==> src/rtl/vector_registers.sv <==
// Vector register file: NREGS x LANES x LANE_W, two combinational reads, one masked write,
// post-reset sequential clear. Optional same-cycle write bypass under `VREG_BYPASS_EN`.
module vector_registers #(
  parameter int LANES  = 4,
  parameter int LANE_W = 32,
  parameter int NREGS  = 16
) (
  input  logic                    clk,
  input  logic                    rst,
  input  logic                    WriteEn,
  input  logic [LANES-1:0]        LaneMask,
  input  logic [$clog2(NREGS)-1:0] rd,
  input  logic [$clog2(NREGS)-1:0] Rs1,
  input  logic [$clog2(NREGS)-1:0] Rs2,
  input  logic [LANES*LANE_W-1:0] InputData,
  output logic [LANES*LANE_W-1:0] Rout1,
  output logic [LANES*LANE_W-1:0] Rout2,
  output logic                    Busy
);

  localparam int ADDR_W = $clog2(NREGS);
  localparam int DW     = LANES * LANE_W;

  typedef enum logic [0:0] {CLEAR, READY} state_t;

  state_t              state;
  logic [ADDR_W-1:0]   cnt;
  logic                busy;
  logic [DW-1:0]       regs [NREGS];
  logic [DW-1:0]       rout1;
  logic [DW-1:0]       rout2;

  // Control: clear sequencer; cnt wraps to 0 exactly as the last register is cleared
  always_ff @(posedge clk) begin
    if (rst) begin
      state <= CLEAR;
      cnt   <= '0;
      busy  <= 1'b1;
    end else if (state == CLEAR) begin
      cnt <= cnt + ADDR_W'(1);
      if (cnt == ADDR_W'(NREGS - 1)) begin
        state <= READY;
        busy  <= 1'b0;
      end
    end
  end

  // Array: clear engine owns the array during CLEAR, write port only in READY
  always_ff @(posedge clk) begin
    if (!rst) begin
      if (state == CLEAR) begin
        regs[cnt] <= '0;
      end else if (WriteEn && rd != '0) begin
        for (int i = 0; i < LANES; i++) begin
          if (LaneMask[i]) regs[rd][i*LANE_W +: LANE_W] <= InputData[i*LANE_W +: LANE_W];
        end
      end
    end
  end

  always_comb begin
    rout1 = '0;
    rout2 = '0;
    if (state == READY) begin
      if (Rs1 != '0) rout1 = regs[Rs1];
      if (Rs2 != '0) rout2 = regs[Rs2];
`ifdef VREG_BYPASS_EN
      // rd != 0 guarantees a bypass never leaks data onto a register-0 read
      for (int i = 0; i < LANES; i++) begin
        if (WriteEn && LaneMask[i] && rd != '0) begin
          if (Rs1 == rd) rout1[i*LANE_W +: LANE_W] = InputData[i*LANE_W +: LANE_W];
          if (Rs2 == rd) rout2[i*LANE_W +: LANE_W] = InputData[i*LANE_W +: LANE_W];
        end
      end
`endif
    end
  end

  assign Rout1 = rout1;
  assign Rout2 = rout2;
  assign Busy  = busy;

endmodule

==> config.mk <==
export PLATFORM = sky130hd
export DESIGN_NAME = vector_registers
export DESIGN_NICKNAME = d
export VERILOG_FILES = /design/src/rtl/vector_registers.sv
export SDC_FILE = /design/constraint.sdc
export NUM_CORES = 2
export LEC_CHECK = 0
export BUFFER_PORTS_ARGS = -buffer_cell sky130_fd_sc_hd__clkbuf_2
export CORE_UTILIZATION = 40
export DETAILED_ROUTE_END_ITERATION = 7
export GPL_ROUTABILITY_DRIVEN = 0
export SYNTH_ARGS = -nofsm -noshare
export SYNTH_HDL_FRONTEND = slang
export SYNTH_SLANG_ARGS = --single-unit
export TNS_END_PERCENT = 20
==> constraint.sdc <==
create_clock -name clk -period 5.9 [get_ports clk]
set_input_delay 0.59 -clock clk [delete_from_list [all_inputs] [get_ports clk]]
set_output_delay 0.59 -clock clk [all_outputs]
set_load 0.05 [all_outputs]
==> insert_results.sql <==
INSERT INTO impl_metrics (metric_group, metric, value, unit) VALUES
('grt', 'globalRouteOverflowTotal', '0', ''),
('sta', 'finalMaxSlewViolations', '0', ''),
('cells_and_area', 'post-route-cell-area', '0.109', 'mm²'),
('placement', 'detailed_place_hpwl', '160', 'mm'),
('synth', 'synth_sequential_area_ratio', '64.3', '%'),
('drt', 'postRouteWirelength', '294', 'mm'),
('floorplanning', 'floorplan.core_area', '0.238', 'mm²'),
('outcome', 'failed_checks', 'design-rule violations', ''),
('sta', 'finalHoldViolations', '0', ''),
('drt', 'routed-via-count', '55100', ''),
('placement', 'io_buffers', '403', ''),
('cells_and_area', 'final_core_utilization', '45.7', '%'),
('synth', 'average_cell_area_after_synthesis', '19.1', 'µm²'),
('power_and_ir_drop', 'cellLeakagePower', '0.0389', 'µW'),
('synth', 'synthDistinctLibCells', '51', ''),
('clock_tree', 'cts_inserted_buffers', '216', ''),
('drt', 'routed_wire_length_per_instance', '33.8', 'µm'),
('grt', 'via_count_of_the_first_global_routing_pass', '56200', ''),
('clock_tree', 'cts_setup_buffers', '0', ''),
('clock_tree', 'clock_sinks', '2054', ''),
('cells_and_area', 'drive_above_1_share', '32.6', '%'),
('setup_path', 'arrival', '4.32', 'ns'),
('clock_tree', 'ctsLongestPathBuffers', '3', ''),
('hold_path', 'hold_path.class', 'in -> reg', ''),
('floorplanning', 'start_util', '40.3', '%'),
('setup_path', 'cp_cell_sequence', 'nor2b_1 -> nand2_4 -> nor2_4 -> a221o_1 -> clkbuf_2', ''),
('flow_run', 'drv_cap', '0', ''),
('floorplanning', 'ios', '404', ''),
('synth', 'synth_largest_area_cell', 'sky130_fd_sc_hd__edfxtp_1', ''),
('grt', 'wire_length_of_the_first_global_routing_pass', '415', 'mm'),
('sta', 'final_min_period_over_clock_period', '83.3', '%'),
('synth', 'mappedNetlistArea', '0.0958', 'mm²'),
('sta', 'achievable-frequency', '203', 'MHz'),
('setup_path', 'critPathMaxStageDelay', '0.82', 'ns'),
('setup_path', 'timing.critical_path.slowest_stage_cell', 'sky130_fd_sc_hd__nor2_4', ''),
('sta', 'layout_min_cycle_time', '4.91', 'ns'),
('grt', 'track_usage', '24.1', '%'),
('clock_tree', 'cts-root-buf', 'sky130_fd_sc_hd__clkbuf_16', ''),
('drt', 'drt_first_iter_violations', '5918', ''),
('setup_path', 'required', '5.31', 'ns'),
('synth', 'synth_async_reset_ratio', '0', '%'),
('power_and_ir_drop', 'power.ir.vdd_worst', '0.272', 'mV'),
('synth', 'netlist_instances', '5007', ''),
('sta', 'timing.setup.tns', '0', 'ns'),
('floorplanning', 'fp.dieArea', '0.241', 'mm²'),
('sta', 'timing_worst_slew_pin_value', '1.20', 'ns'),
('floorplanning', 'die_w', '491', 'µm'),
('setup_path', 'cp-start-kind', 'flop', ''),
('drt', 'firstDrtPassIters', '8', ''),
('clock_tree', 'clock_network_latency_to_the_later_pin_of_the_worst_skew_pair', '0.86', 'ns'),
('sta', 'rsz0062_at_grt', 'no', ''),
('synth', 'post_synth_most_frequent_cells', 'sky130_fd_sc_hd__edfxtp_1, sky130_fd_sc_hd__mux4_2, sky130_fd_sc_hd__mux2i_1', ''),
('sta', 'slew_headroom', '20.0', '%'),
('sta', 'finalClockSkew', '0.0364', 'ns'),
('grt', 'grt_antenna_before_repair', '16', ''),
('synth', 'synth_ff_type', 'sky130_fd_sc_hd__edfxtp_1', ''),
('synth', 'synth_enable_flop_cells', '2048', ''),
('synth', 'synthTopCellsByArea', 'sky130_fd_sc_hd__edfxtp_1, sky130_fd_sc_hd__mux4_2, sky130_fd_sc_hd__mux2i_1, sky130_fd_sc_hd__a221o_1, sky130_fd_sc_hd__and2_1', ''),
('outcome', 'status', 'finished with violations', ''),
('synth', 'syn-num-nets', '5155', ''),
('placement', 'post_dp_cell_area', '0.102', 'mm²'),
('synth', 'netlist.area_leader.share', '64.2', '%'),
('sta', 'final-setup-viol-count', '0', ''),
('setup_path', 'worst-setup-path-type', 'reg -> out', ''),
('grt', 'grt_max_degree', '132', ''),
('clock_tree', 'cts_tree', 'yes', ''),
('drt', 'remaining_drc_errors', '118', ''),
('drt', 'avgViaCountPerCell', '6.32', ''),
('synth', 'most_frequent_cell_after_synthesis', 'sky130_fd_sc_hd__edfxtp_1', ''),
('floorplanning', 'placementRows', '179', ''),
('cells_and_area', 'final_nets', '5506', ''),
('setup_path', 'kind_of_end_point_of_the_critical_path', 'primary output', ''),
('clock_tree', 'h-tree-depth', '4', ''),
('synth', 'ys_seq_elements', '2054', ''),
('drt', 'ant_nets', '0', ''),
('cells_and_area', 'syn2layout_area_growth', '13.4', '%'),
('setup_path', 'crit_path_max_fanout', '40', ''),
('floorplanning', 'chipHeight', '491', 'µm'),
('synth', 'ys_warn_count', '0', ''),
('power_and_ir_drop', 'pwr_density_cell', '284', 'mW/mm²'),
('clock_tree', 'worst_setup_hold_path_clk_slew', '0.06', 'ns');
-- sequential cells by signal, indices dropped and copies added, names as in the netlist --
signal	cells
Busy	1
regs	2048
cnt	4
state	1
-- area by class of cell --
type,instances,area [µm²]
Antenna cell,9,22.5
Clock buffer,282,5670
Clock inverter,112,1030
Fill cell,20300,129000
Multi-Input combinational cell,2527,32700
Sequential cell,2054,61600
Tap cell,3167,3960
Timing Repair Buffer,559,3620
-- cell usage in the layout, fill, tap and decap left out, types with 89 or more instances in the layout --
master / netlist / layout
sky130_fd_sc_hd__a22oi_1: 89 / 89
sky130_fd_sc_hd__and2_1: 135 / 130
sky130_fd_sc_hd__and3_1: 89 / 89
sky130_fd_sc_hd__buf_4: 26 / 125
sky130_fd_sc_hd__clkbuf_16: 0 / 217
sky130_fd_sc_hd__clkbuf_2: 0 / 397
sky130_fd_sc_hd__edfxtp_1: 2048 / 2048
sky130_fd_sc_hd__mux2i_1: 518 / 518
sky130_fd_sc_hd__mux4_2: 870 / 870
sky130_fd_sc_hd__nand2_1: 207 / 205
sky130_fd_sc_hd__o22ai_1: 104 / 104
-- final timing paths --
check,slack (ns),endpoint,startpoint,cells after the start
worst min-delay path,0.29,regs[14][118],InputData[118],2
worst max-delay path,0.99,Rout2[29],state,5
worst min register to register,0.63,Busy,Busy,1
worst max register to register,1.72,regs[0][82],state,5
-- what timing repair did --
| action | 4_1_cts | 5_1_grt |
|---|---|---|
| gates resized for setup | 0 | 0 |
| hold buffers | 1 | 0 |
| endpoints found under the hold margin | 3 | 0 |
-- power breakdown --
part | switching [µW] | internal, µW
logic | 1040 | 737
clock network | 5780 | 7260
registers | 49.8 | 16000
-- logic make-up after synthesis --
group | after synthesis | share of synthesized area, %
AO/OA/AOI/OAI | 520 | 4.36
XOR/XNOR | 3 | 0.0274
adder cells (fa/ha/maj) | 1 | 0.0131
buffers and inverters | 426 | 2.01
flip-flops | 2054 | 64.3
multiplexers | 1393 | 25.9
AND/OR/NAND/NOR | 610 | 3.32
-- layer usage --
| metal | GRT usage (%) | up-vias | wire [µm] |
|---|---|---|---|
| li1 | - | 22300 | - |
| met1 | 32.7 | 29800 | 119000 |
| met2 | 38.8 | 2470 | 142000 |
| met3 | 4.41 | 472 | 23200 |
| met4 | 8.88 | 4 | 10300 |
| met5 | 0 | - | 16 |
-- metrics by stage --
stage	setup WS [ns]	total power (µW)	cells	hold WS (ns)
global placement	1.57	18100	8306	0.625
floorplan	1.47	17500	5007	0.563
detailed placement	1.57	18100	8306	0.640
global route	0.830	31700	8708	0.284
CTS	0.893	31100	8701	0.225
finish	0.985	30800	8710	0.290
-- critical path, delay by kind of cell, from the launching register on --
kind            cells  cell delay, ns
flops               1            0.81
simple gates        3            1.77
buf+inv             1            0.35
compound gates      1            0.50
No activity file was read; power rests on OpenSTA's default activity.
